## config.mk

```make
export PLATFORM = sky130hd
export DESIGN_NAME = uart_echo_engine
export DESIGN_NICKNAME = d
export VERILOG_FILES = /design/src/rtl/uart_echo_pkg.sv /design/src/rtl/uart_msg_fifo.sv /design/src/rtl/uart_echo_engine.sv
export SDC_FILE = /design/constraint.sdc
export NUM_CORES = 1
export LEC_CHECK = 0
export ABC_AREA = 1
export CORE_UTILIZATION = 53
export DETAILED_ROUTE_END_ITERATION = 10
export HOLD_SLACK_MARGIN = 0.02
export PLACE_DENSITY = 0.86
export SLEW_MARGIN = 25
export SYNTH_ARGS = -nofsm -noshare
export SYNTH_HDL_FRONTEND = slang
export SYNTH_SLANG_ARGS = --single-unit
```

## constraint.sdc

```tcl
create_clock -name clock -period 3.58 [get_ports clock]
set_clock_uncertainty 0.15 [all_clocks]
set_input_delay 0.358 -clock clock [delete_from_list [all_inputs] [get_ports clock]]
set_output_delay 0.358 -clock clock [all_outputs]
set_load 0.03 [all_outputs]
```

## src/rtl/uart_echo_pkg.sv

```systemverilog
// Shared constants, state/mode types and the per-character ASCII case transform
// used by the UART echo engine.
package uart_echo_pkg;

   localparam int CHAR_W = 8;

   localparam logic [CHAR_W-1:0] UPPER_A  = 8'h41;
   localparam logic [CHAR_W-1:0] UPPER_Z  = 8'h5A;
   localparam logic [CHAR_W-1:0] LOWER_A  = 8'h61;
   localparam logic [CHAR_W-1:0] LOWER_Z  = 8'h7A;
   localparam logic [CHAR_W-1:0] CASE_BIT = 8'h20;

   typedef enum logic [1:0] {
      MODE_PASS   = 2'd0,
      MODE_TOGGLE = 2'd1,
      MODE_UPPER  = 2'd2,
      MODE_LOWER  = 2'd3
   } mode_e;

   typedef enum logic [1:0] {
      IDLE       = 2'd0,
      WAIT_BUSY  = 2'd1,
      WAIT_READY = 2'd2
   } tx_state_e;

   // Only letters are touched; bytes just outside the letter ranges pass unchanged.
   function automatic logic [CHAR_W-1:0] xform_char(input logic [CHAR_W-1:0] c,
                                                    input mode_e m);
      logic is_upper;
      logic is_lower;
      logic [CHAR_W-1:0] r;
      is_upper = (c >= UPPER_A) && (c <= UPPER_Z);
      is_lower = (c >= LOWER_A) && (c <= LOWER_Z);
      r = c;
      case (m)
         MODE_TOGGLE: if (is_upper || is_lower) r = c ^ CASE_BIT;
         MODE_UPPER:  if (is_lower) r = c & ~CASE_BIT;
         MODE_LOWER:  if (is_upper) r = c | CASE_BIT;
         default:     r = c;
      endcase
      return r;
   endfunction

endpackage

```

## src/rtl/uart_msg_fifo.sv

```systemverilog
// Synchronous message FIFO with occupancy count; the caller only pushes when
// not full (or popping in the same cycle) and only pops when not empty.
module uart_msg_fifo #(
   parameter int WIDTH = 32,
   parameter int DEPTH = 4
) (
   input  logic                     clock,
   input  logic                     reset,
   input  logic                     push,
   input  logic                     pop,
   input  logic [WIDTH-1:0]         wr_data,
   output logic [WIDTH-1:0]         rd_data,
   output logic                     full,
   output logic                     empty,
   output logic [$clog2(DEPTH):0]   count
);

   localparam int AW = $clog2(DEPTH);
   localparam int CW = AW + 1;
   localparam logic [CW-1:0] FULL_CNT = CW'(DEPTH);

   logic [WIDTH-1:0] mem_q [DEPTH];
   logic [AW-1:0]    wr_ptr_q, wr_ptr_d;
   logic [AW-1:0]    rd_ptr_q, rd_ptr_d;
   logic [CW-1:0]    count_q, count_d;

   // Pointers wrap naturally because DEPTH is a power of two.
   always_comb begin
      wr_ptr_d = wr_ptr_q;
      rd_ptr_d = rd_ptr_q;
      count_d  = count_q;
      if (push) wr_ptr_d = wr_ptr_q + 1'b1;
      if (pop)  rd_ptr_d = rd_ptr_q + 1'b1;
      if (push && !pop)      count_d = count_q + 1'b1;
      else if (pop && !push) count_d = count_q - 1'b1;
   end

   always_ff @(posedge clock) begin
      if (reset) begin
         wr_ptr_q <= '0;
         rd_ptr_q <= '0;
         count_q  <= '0;
      end else begin
         wr_ptr_q <= wr_ptr_d;
         rd_ptr_q <= rd_ptr_d;
         count_q  <= count_d;
      end
   end

   always_ff @(posedge clock) begin
      if (push) mem_q[wr_ptr_q] <= wr_data;
   end

   assign rd_data = mem_q[rd_ptr_q];
   assign full    = (count_q == FULL_CNT);
   assign empty   = (count_q == '0);
   assign count   = count_q;

endmodule

```

## src/rtl/uart_echo_engine.sv

```systemverilog
// Case-transforms received messages, queues them and hands them one at a time to
// the transmitter. Define UART_NULL_FILTER_EN to discard all-zero messages.
module uart_echo_engine
   import uart_echo_pkg::*;
#(
   parameter int NUM_CHARS   = 4,
   parameter int DEPTH       = 4,
   parameter int ACK_TIMEOUT = 16,
   parameter int DROP_CNT_W  = 8
) (
   input  logic                        clock,
   input  logic                        reset,
   input  logic                        rx_valid,
   input  logic [8*NUM_CHARS-1:0]      rx_message,
   input  logic [1:0]                  mode,
   input  logic                        tx_ready,
   output logic                        tx_valid,
   output logic [8*NUM_CHARS-1:0]      tx_message,
   output logic [$clog2(DEPTH):0]      fifo_count,
   output logic                        overflow,
   output logic [DROP_CNT_W-1:0]       drop_count
);

   localparam int MSG_W = CHAR_W * NUM_CHARS;
   localparam int TMR_W = (ACK_TIMEOUT > 1) ? $clog2(ACK_TIMEOUT) : 1;
   localparam logic [TMR_W-1:0] TMR_LAST = TMR_W'(ACK_TIMEOUT - 1);

   function automatic logic [DROP_CNT_W-1:0] sat_inc(input logic [DROP_CNT_W-1:0] v);
      return (&v) ? v : v + 1'b1;
   endfunction

   tx_state_e             state_q, state_d;
   logic [TMR_W-1:0]      timer_q, timer_d;
   logic                  tx_valid_q, tx_valid_d;
   logic [MSG_W-1:0]      tx_message_q, tx_message_d;
   logic                  overflow_q, overflow_d;
   logic [DROP_CNT_W-1:0] drop_count_q, drop_count_d;

   logic [MSG_W-1:0] xform_msg;
   logic [MSG_W-1:0] fifo_head;
   logic             fifo_full, fifo_empty;
   logic             rx_take, push, pop, drop;

   always_comb begin
      xform_msg = '0;
      for (int i = 0; i < NUM_CHARS; i++) begin
         xform_msg[CHAR_W*i +: CHAR_W] = xform_char(rx_message[CHAR_W*i +: CHAR_W], mode_e'(mode));
      end
   end

`ifdef UART_NULL_FILTER_EN
   assign rx_take = rx_valid && (rx_message != '0);
`else
   assign rx_take = rx_valid;
`endif

   // A pop in the same cycle frees the slot, so a full FIFO can still accept.
   assign push = rx_take && (!fifo_full || pop);
   assign drop = rx_take && fifo_full && !pop;

   uart_msg_fifo #(
      .WIDTH (MSG_W),
      .DEPTH (DEPTH)
   ) u_fifo (
      .clock   (clock),
      .reset   (reset),
      .push    (push),
      .pop     (pop),
      .wr_data (xform_msg),
      .rd_data (fifo_head),
      .full    (fifo_full),
      .empty   (fifo_empty),
      .count   (fifo_count)
   );

   always_comb begin
      state_d      = state_q;
      timer_d      = timer_q;
      tx_valid_d   = 1'b0;
      tx_message_d = tx_message_q;
      pop          = 1'b0;
      case (state_q)
         IDLE: begin
            if (!fifo_empty && tx_ready) begin
               pop          = 1'b1;
               tx_valid_d   = 1'b1;
               tx_message_d = fifo_head;
               timer_d      = '0;
               state_d      = WAIT_BUSY;
            end
         end
         WAIT_BUSY: begin
            // No busy indication within the window means the send was taken.
            if (!tx_ready)                 state_d = WAIT_READY;
            else if (timer_q == TMR_LAST)  state_d = IDLE;
            else                           timer_d = timer_q + 1'b1;
         end
         WAIT_READY: begin
            if (tx_ready) state_d = IDLE;
         end
         default: state_d = IDLE;
      endcase
   end

   assign overflow_d   = overflow_q | drop;
   assign drop_count_d = drop ? sat_inc(drop_count_q) : drop_count_q;

   always_ff @(posedge clock) begin
      if (reset) begin
         state_q      <= IDLE;
         timer_q      <= '0;
         tx_valid_q   <= 1'b0;
         tx_message_q <= '0;
         overflow_q   <= 1'b0;
         drop_count_q <= '0;
      end else begin
         state_q      <= state_d;
         timer_q      <= timer_d;
         tx_valid_q   <= tx_valid_d;
         tx_message_q <= tx_message_d;
         overflow_q   <= overflow_d;
         drop_count_q <= drop_count_d;
      end
   end

   assign tx_valid   = tx_valid_q;
   assign tx_message = tx_message_q;
   assign overflow   = overflow_q;
   assign drop_count = drop_count_q;

endmodule

```

==> results of run 1 <==
## critical path, cell delays in order
cell and delay [ns]:
clkdlybuf4s50_1 0.57, nand2_1 0.10, nand3_1 0.07, nand2_1 0.22, inv_1 0.13, ha_1 0.15, inv_1 0.07, fa_1 0.39
nor2_1 0.14, nor2_1 0.06, nand2_1 0.08, o21ai_0 0.10, a21oi_1 0.19
## per-stage QoR
| stage | hold WS (ns) | setup slack [ns] | utilization | cell area (um2) |
|---|---|---|---|---|
| global route | 0.326 | 0.974 | 0.666 | 8930 |
| CTS | 0.307 | 1.25 | 0.666 | 8920 |
| global placement | 0.292 | 0.959 | 0.618 | 8280 |
| floorplan | 0.277 | 0.693 | - | 7350 |
| detailed placement | 0.297 | 0.823 | 0.618 | 8280 |
| finish | 0.307 | 1.17 | 0.666 | 8930 |
## power by group through the flow
stage               clock network, uW  logic, uW  registers (uW)
global route                     2120       1900            2760
global placement                    0       1660            2750
finish                           2010       1760            2730
detailed placement                  0       1730            2770
floorplan                           0        879            3040
CTS                              2030       1750            2730
## synthesized netlist by cell type, types with 2 or more instances
| library cell | number |
|---|---|
| o22ai_1 | 32 |
| inv_1 | 38 |
| nor2_2 | 2 |
| xor2_1 | 3 |
| dfxtp_1 | 55 |
| buf_6 | 8 |
| nor2_1 | 154 |
| inv_2 | 4 |
| edfxtp_1 | 128 |
| or2_2 | 2 |
| nand2_1 | 73 |
| xnor2_1 | 2 |
| a21oi_1 | 16 |
| o21ai_1 | 19 |
| clkbuf_1 | 13 |
| ha_1 | 7 |
| buf_2 | 7 |
| nand4_1 | 9 |
| o21ai_0 | 82 |
| nor2_4 | 2 |
| nand3_1 | 16 |
| nor3_1 | 7 |
## placed cells by master, fill, tap and decap left out, drive strengths merged, types with 9 or more instances in the layout
cell	netlist	final
clkbuf	13	18
o22ai	32	32
inv	42	42
clkdlybuf4s50	0	82
nand4	9	9
edfxtp	128	128
nand3	17	17
a21oi	16	16
dfxtp	55	55
o21ai	101	101
nand2	74	74
nor2	159	159
## state kept, by name, summed over array words and instances, names as in the netlist
signal           count
state_q              2
timer_q              4
drop_count           8
u_fifo.wr_ptr_q      2
tx_valid             1
u_fifo.rd_ptr_q      2
overflow             1
u_fifo.count         3
u_fifo.mem_q       128
tx_message          32
## routing by layer
metal	up-vias	track usage	part of all wire
met5	-	0	0
met4	0	0.0984	0.021
met3	39	0.0613	0.070
met2	235	0.411	0.51
met1	2589	0.290	0.40
li1	2531	-	-
## layout make-up
| type | instances | area [um2] | area share |
|---|---|---|---|
| inverter | 42 | 159 | 0.0178 |
| multi-input combinational | 432 | 2080 | 0.233 |
| clock buffer | 18 | 439 | 0.0492 |
| clock inverter | 14 | 204 | 0.0228 |
| timing repair buffer | 90 | 881 | 0.0987 |
| sequential | 183 | 4950 | 0.554 |
| tap | 176 | 220 | 0.0247 |
## path summary, 6_finish.rpt
path / startpoint / end / slack (ns) / cells past startpoint
max reg2reg: state_q[1]$_SDFFE_PP0P_ / u_fifo.count[2]$_SDFFE_PP0P_ / 1.18 / 13
max: tx_ready / u_fifo.count[2]$_SDFFE_PP0P_ / 1.17 / 13
min: overflow$_SDFF_PP0_ / overflow$_SDFF_PP0_ / 0.31 / 2
min reg2reg: overflow$_SDFF_PP0_ / overflow$_SDFF_PP0_ / 0.31 / 2
## cells by family (layout without fill, tap and decap cells)
kind of cell,after synthesis,in the layout,synth area share
simple gates,269,269,0.153
xor+xnor,5,5,0.00596
fa+ha+maj,8,8,0.0146
compound gates,150,150,0.108
buf+inv,72,164,0.0466
flops,183,183,0.672
==> run metrics, run 1 <==
fillcell total 951; vias per inst 5.65; FMAX 0.414 GHz; largest net degree at the start of global routing 66; first-pass GRT wire length 26200 um; Slew HR 0.306; drc violations 0; status complete, no violations; Pins Over Slew Limit 0; layout cells sized above 1 0.0719; Clk network pwr share 0.310; starting density of the core 0.549; std cell rows 42; Netlist cell types 30; initial antenna violation count 0; CTS H-tree depth 4; unrepaired setup endpoints after global routing false; Clk Latency, worst-skew pair 0.43 ns; Post-synth ARST share 0; postcts setup bufs 0; Via Count 5394; Synth Area per Inst 10.7 um2; vias in the first global route 5474; violation count after the first detailed-route iteration 472; die extent in x 120 um; post-synthesis sequential area ratio 0.672; critical path class input pin to register; net switching share of the total power 0.319; root buffer cell clkbuf_16; Resized Gates After CTS 0; largest area contributor in the netlist edfxtp_1; Flop pwr share 0.420; antenna cells 0; CTS Buf Count 17; Fin Setup TNS 0 ns; Ports 83; Post-CTS Hold Buffers 0; VDD IR-drop max 0.000502 V; DR WL/cell 17.2 um; die area 14400 um2; worst slew pin tran 1.04 ns; final setup fails 0; Critical Path Start Type input pin; Layout Nets 812; gr ovfl total 0; Critical Path RT 3.79 ns; DR pass1 iterations 5; clock buffer depth 2; port bufs 82; Psw 2080 uW; area growth from synthesis to layout 21.4%; number of cells after detailed placement 923; Die H 120 um; critical path endpoint category register; PD cells 728 nW/um2; top cells by area, synth edfxtp_1 52%, dfxtp_1 15%, nor2_1 7.9%, o21ai_0 5.6%, nand2_1 3.7%; synthesized cell area 7350 um2; Synth top area share 0.523; Ys Warns 0; syn nets 733; Tmin final 2.41 ns; Final ANT Viol Nets 0; Max Cap Viol 0; Post-Layout Cell Count 955; Post-Syn Instances 687; Final Power 6500 uW; final hold violation count 0; Yosys reg bits 183; routability cong. 0.868; Top FF cell, synth edfxtp_1; clock tree from TritonCTS built; core area 13400 um2; Total Routed Length 16400 um; number of synthesized flops with an enable pin 128; leakage power 0.00322 uW; worst min path class register to register; DP HPWL 9780 um; Worst Path Max Fanout 9; Clk pin slew, worst setup/hold paths 0.06 ns; Int Power 4420 uW; logic gate share of total power 0.270; Final period util 0.675; CTS Sinks 183; GRT Resource Usage Total 0.241; Critical Path AT 2.62 ns
(Power assumes the default switching activity.)
==> run 2: changes to the inputs <==
Settings changed: CORE_UTILIZATION 53 to 50, PLACE_DENSITY 0.86 to 0.85.
Clock period 3.58 ns to 2.15 ns, I/O delays scaled along.
==> run metrics, run 2 (synthesis gave the netlist of run 1 again) <==
post-place setup slack -0.0258 ns (was 0.823 ns); largest reg by FF count u_fifo.mem_q (unchanged); Post-CTS Hold Buffers 0 (unchanged); most common cell after layout, fill and taps aside nor2_1 (unchanged); final setup fails 0 (unchanged); CTS Sinks 183 (unchanged); critical path class register to output pin (was input pin to register); DP HPWL 9650 um (was 9780 um); clock buffer depth 2 (unchanged); drc violations 0 (unchanged); std cell rows 43 (was 42); VDD IR-drop max 0.000917 V (was 0.000502 V); root buffer cell clkbuf_16 (unchanged); worst slew pin tran 0.423 ns (was 1.04 ns); CP Launch Point u_fifo.count[0]$_SDFFE_PP0P_ (was tx_ready); max reg flops 128 (unchanged); RR Endpoint u_fifo.count[2]$_SDFFE_PP0P_ (unchanged); Seq. cell area 4950 um2 (about the same); Critical Path Start Type register (was input pin); vias in the first global route 5118 (was 5474); CTS H-tree depth 4 (unchanged); WHS 0.300 ns (was 0.307 ns); initial antenna violation count 0 (unchanged); largest net degree at the start of global routing 38 (was 66); r2r worst-path depth 13 (unchanged); Layout Nets 827 (was 812); clock tree from TritonCTS built (unchanged); Worst Path Max Fanout 3 (was 9); worst min path class input pin to register (was register to register); Slew HR 0.717 (was 0.306); routability cong. 0.818 (was 0.868); die area 15200 um2 (was 14400 um2); Final WS setup 0.155 ns (was 1.17 ns); starting density of the core 0.522 (was 0.549); most frequent cells in the layout 150 x nor2_1, 128 x edfxtp_1, 82 x o21ai_0, 82 x clkdlybuf4s50_1, 73 x nand2_1 (unchanged); r2r startpoint state_q[0]$_SDFFE_PP0P_ (was state_q[1]$_SDFFE_PP0P_); Clk pin slew, worst setup/hold paths 0.07 ns (was 0.06 ns); leakage power 0.00330 uW (was 0.00322 uW); FMAX 0.501 GHz; Pins Over Slew Limit 0 (unchanged); die extent in x 123 um (was 120 um); PD cells 1180 nW/um2 (was 728 nW/um2); Final ANT Viol Nets 0 (unchanged); Critical Path AT 1.63 ns (was 2.62 ns); status complete, no violations (unchanged); Max Cap Viol 0 (unchanged); placed instance area 8490 um2 (was 8280 um2); Total Routed Length 15700 um (was 16400 um); layout cells sized above 1 0.0932 (was 0.0719); violation count after the first detailed-route iteration 428 (was 472); Non-Filler Cell Area, Final 9100 um2 (was 8930 um2); Die H 123 um (was 120 um); GRT Resource Usage Total 0.222 (was 0.241); Clk Latency, worst-skew pair 0.43 ns (about the same); Critical Path RT 1.78 ns (was 3.79 ns); vias per inst 5.43 (was 5.65); final hold violation count 0 (unchanged); Worst setup endpoint fifo_count[0] (was u_fifo.count[2]$_SDFFE_PP0P_); multi-input logic area 2080 um2 (unchanged); first-pass GRT wire length 25000 um (was 26200 um); unrepaired setup endpoints after global routing false (unchanged); core area 14100 um2 (was 13400 um2); Fin Setup TNS 0 ns (unchanged); DR pass1 iterations 4 (was 5); Via Count 5285 (was 5394); r2r setup slk 0.17 ns (was 1.18 ns); port bufs 82 (unchanged); area growth from synthesis to layout 23.7% (was 21.4%); Final period util 0.928; gr ovfl total 0 (unchanged); DR WL/cell 16.1 um (was 17.2 um); Tmin final 2.00 ns; CTS Buf Count 17 (unchanged); critical path endpoint category output pin (was register); fillcell total 1040 (was 951); antenna cells 0 (unchanged); Ports 83 (unchanged)
[run 2: changes by cell type in the layout (fill, tap and decap cells not counted), sizes merged]
cell / previous run / this run
clkbuf: 18 / 20
clkinvlp: 3 / 4
clkinv: 6 / 3
buf: 8 / 23
inv: 42 / 45
bufinv: 5 / 2
[run 2: worst max-delay path, stage by stage, from the launching register on]
cell and delay [ns]:
dfxtp_1 0.38, buf_4 0.16, clkdlybuf4s50_1 0.67
[run 2: what timing repair did]
item / CTS / global route
buffers inserted: 0 / 1
gates resized for setup: 0 / 2
endpoints found under the setup margin: 0 / 1
[run 2: area by class of cell]
cell class / instances / share of cell area
Clock buffer: 20 / 0.0502
Tap cell: 180 / 0.0247
Inverter: 42 / 0.0173
Sequential cell: 183 / 0.544
Timing Repair Buffer: 105 / 0.120
Clock inverter: 12 / 0.0157
Multi-Input combinational cell: 432 / 0.228
[run 2: report_power, final]
part	internal (uW)	switching (uW)	total (uW)	leakage (uW)
registers	4300	229	4530	0.00163
logic	1150	1940	3080	0.00139
clock network	1790	1320	3110	0.000280
[run 2: stage by stage]
stage,std cells,utilization,total power (uW)
after CTS,973,0.645,10800
after global routing,974,0.646,11200
after floorplan,687,-,6530
after detailed placement,941,0.602,7650
final,974,0.646,10700
after global placement,941,0.602,7570
[run 2: worst min path at each step]
stage,end,depth (start not counted),slack (ns),startpoint
6_report,u_fifo.mem_q[1][6]$_DFFE_PP_,1,0.30,rx_message[6]
5_1_grt,u_fifo.mem_q[0][6]$_DFFE_PP_,1,0.29,rx_message[6]
4_1_cts,u_fifo.mem_q[1][6]$_DFFE_PP_,1,0.28,rx_message[6]
3_5_place_dp,tx_message[17]$_SDFFE_PP0N_,2,0.30,tx_message[17]$_SDFFE_PP0N_
3_3_place_gp,overflow$_SDFF_PP0_,2,0.29,overflow$_SDFF_PP0_
2_1_floorplan,drop_count[1]$_SDFFE_PP0P_,1,0.13,reset
[run 2: routing by layer]
metal | track usage | part of all wire | vias to the layer above
li1 | - | - | 2570
met3 | 0.0600 | 0.075 | 27
met1 | 0.279 | 0.42 | 2474
met5 | 0 | 0 | -
met2 | 0.360 | 0.48 | 214
met4 | 0.100 | 0.020 | 0
==> run 3: changes to the inputs <==
Settings changed: CORE_ASPECT_RATIO set to 1.75.
==> run metrics, run 3 (synthesis gave the netlist of run 1 again) <==
Buf+Inv Stages, Crit Path 1 (was 2); Layout Nets 830 (was 827); starting density of the core 0.512 (was 0.522); CP Launch Point drop_count[2]$_SDFFE_PP0P_ (was u_fifo.count[0]$_SDFFE_PP0P_); initial antenna violation count 1 (was 0); port bufs 82 (unchanged); Critical Path AT 1.61 ns (was 1.63 ns); Via Count 5378 (was 5285); critical path endpoint category output pin (unchanged); most frequent cells in the layout 149 x nor2_1, 128 x edfxtp_1, 82 x o21ai_0, 82 x clkdlybuf4s50_1, 73 x nand2_1 (was 150 x nor2_1, 128 x edfxtp_1, 82 x o21ai_0, 82 x clkdlybuf4s50_1, 73 x nand2_1); Slew HR 0.720 (was 0.717); root buffer cell clkbuf_16 (unchanged); DR WL/cell 16.7 um (was 16.1 um); CTS Sinks 183 (unchanged); critical path class register to output pin (unchanged); Psw 3600 uW (was 3490 uW); status complete, no violations (unchanged); Slowest-stage cell, CP clkdlybuf4s50_1 (unchanged); routability cong. 0.828 (was 0.818); DP HPWL 10200 um (was 9650 um); clock buffer depth 2 (unchanged); final hold violation count 0 (unchanged); gr ovfl total 0 (unchanged); GRT Resource Usage Total 0.227 (was 0.222); Pins Over Slew Limit 0 (unchanged); Worst Path Max Fanout 7 (was 3); net switching share of the total power 0.335 (was 0.325); Tmin final 1.97 ns (was 2.00 ns); final setup fails 0 (unchanged); die area 15200 um2 (about the same); std cell rows 58 (was 43); Total Routed Length 16300 um (was 15700 um); multi-input logic area 2080 um2 (about the same); Seq. cell area 4950 um2 (about the same); layout cells sized above 1 0.0979 (was 0.0932); area growth from synthesis to layout 23.7% (about the same); Final Power 10800 uW (was 10700 uW); DR pass1 iterations 6 (was 4); Die H 162 um (was 123 um); max reg flops 128 (unchanged); cell family with most CP delay buffers and inverters (unchanged); core area 14400 um2 (was 14100 um2); clock tree from TritonCTS built (unchanged); most common cell after layout, fill and taps aside nor2_1 (unchanged); r2r startpoint u_fifo.count[1]$_SDFFE_PP0P_ (was state_q[0]$_SDFFE_PP0P_); logic gate share of total power 0.285 (was 0.288); worst-path cell chain clkdlybuf4s50_1 (was buf_4 -> clkdlybuf4s50_1); Final ANT Viol Nets 0 (unchanged); CTS H-tree depth 4 (unchanged); leakage power 0.00331 uW (was 0.00330 uW); first-pass GRT wire length 26100 um (was 25000 um); Max Cap Viol 0 (unchanged); Clk Latency, worst-skew pair 0.42 ns (was 0.43 ns); Flop pwr share 0.424 (was 0.422); Ports 83 (unchanged); Critical Path RT 1.78 ns (about the same); Clk network pwr share 0.291 (was 0.290); VDD IR-drop max 0.000659 V (was 0.000917 V); Clk pin slew, worst setup/hold paths 0.07 ns (about the same); worst min path class register to register (was input pin to register); die extent in x 93.7 um (was 123 um); post-layout util 0.633 (was 0.646); drc violations 0 (unchanged); CP peak stage delay 0.73 ns (was 0.67 ns); largest net degree at the start of global routing 34 (was 38); Worst Hold Launch overflow$_SDFF_PP0_ (was rx_message[6]); PD cells 1180 nW/um2 (about the same); violation count after the first detailed-route iteration 298 (was 428); largest reg by FF count u_fifo.mem_q (unchanged); fillcell total 1093 (was 1040); unrepaired setup endpoints after global routing false (unchanged); Final period util 0.917 (was 0.928); worst slew pin tran 0.420 ns (was 0.423 ns); FMAX 0.507 GHz (was 0.501 GHz); vias in the first global route 5476 (was 5118); CTS Buf Count 17 (unchanged); Critical Path Start Type register (unchanged); vias per inst 5.50 (was 5.43); Int Power 7150 uW (was 7230 uW)
-- run 3: cell types whose count changed in the layout (fill, tap and decap cells not counted), moves of 2 or more --
cell / before / now
buf_12: 8 / 5
buf_4: 15 / 21
clkbuf_8: 2 / 0
clkinvlp_4: 4 / 1
inv_8: 0 / 3
-- run 3: path summary, 6_finish.rpt --
kind                                        to  slack (ns)  cells after the start
setup / recovery                 drop_count[2]        0.18                      1
hold / removal             overflow$_SDFF_PP0_        0.30                      2
setup reg to reg  u_fifo.count[1]$_SDFFE_PP0P_        0.25                      9
hold reg to reg            overflow$_SDFF_PP0_        0.30                      2
-- run 3: cell type report --
cell class,count,share of cell area
multi-input combinational,432,0.229
sequential,183,0.544
inverter,42,0.0173
antenna,1,0.000275
clock inverter,13,0.0164
timing repair buffer,108,0.119
clock buffer,19,0.0499
tap,180,0.0248
-- run 3: repair_timing --
action,CTS,global route
buffers inserted,0,1
hold buffers,0,0
gates resized for setup,0,3
endpoints found under the setup margin,0,1
-- run 3: power by group through the flow --
stage                     logic [uW]  registers, uW  clock network [uW]
after floorplan                 1470           5060                   0
after global placement          2940           4600                   0
after detailed placement        3030           4610                   0
after global routing            3350           4600                3300
final                           3060           4560                3130
after CTS                       3060           4550                3150
-- run 3: stage by stage --
step | hold WS [ns] | worst slack [ns] | TNS, ns | instances | instance area [um2]
final | 0.304 | 0.178 | 0 | 978 | 9100
after global routing | 0.316 | 0.0330 | 0 | 978 | 9100
after CTS | 0.308 | 0.140 | 0 | 976 | 9080
after detailed placement | 0.295 | -0.0158 | -0.0158 | 944 | 8480
after global placement | 0.289 | 0.0298 | 0 | 944 | 8480
after floorplan | 0.134 | -0.255 | -32.73 | 687 | 7360
-- run 3: per-layer routing --
layer  global-route usage  routed length, um  up-vias
li1                     -                  -     2574
met1                0.239               5720     2553
met2                0.416               8960      209
met3               0.0434               1050       42
met4                0.125                582        0
met5                    0                  0        -
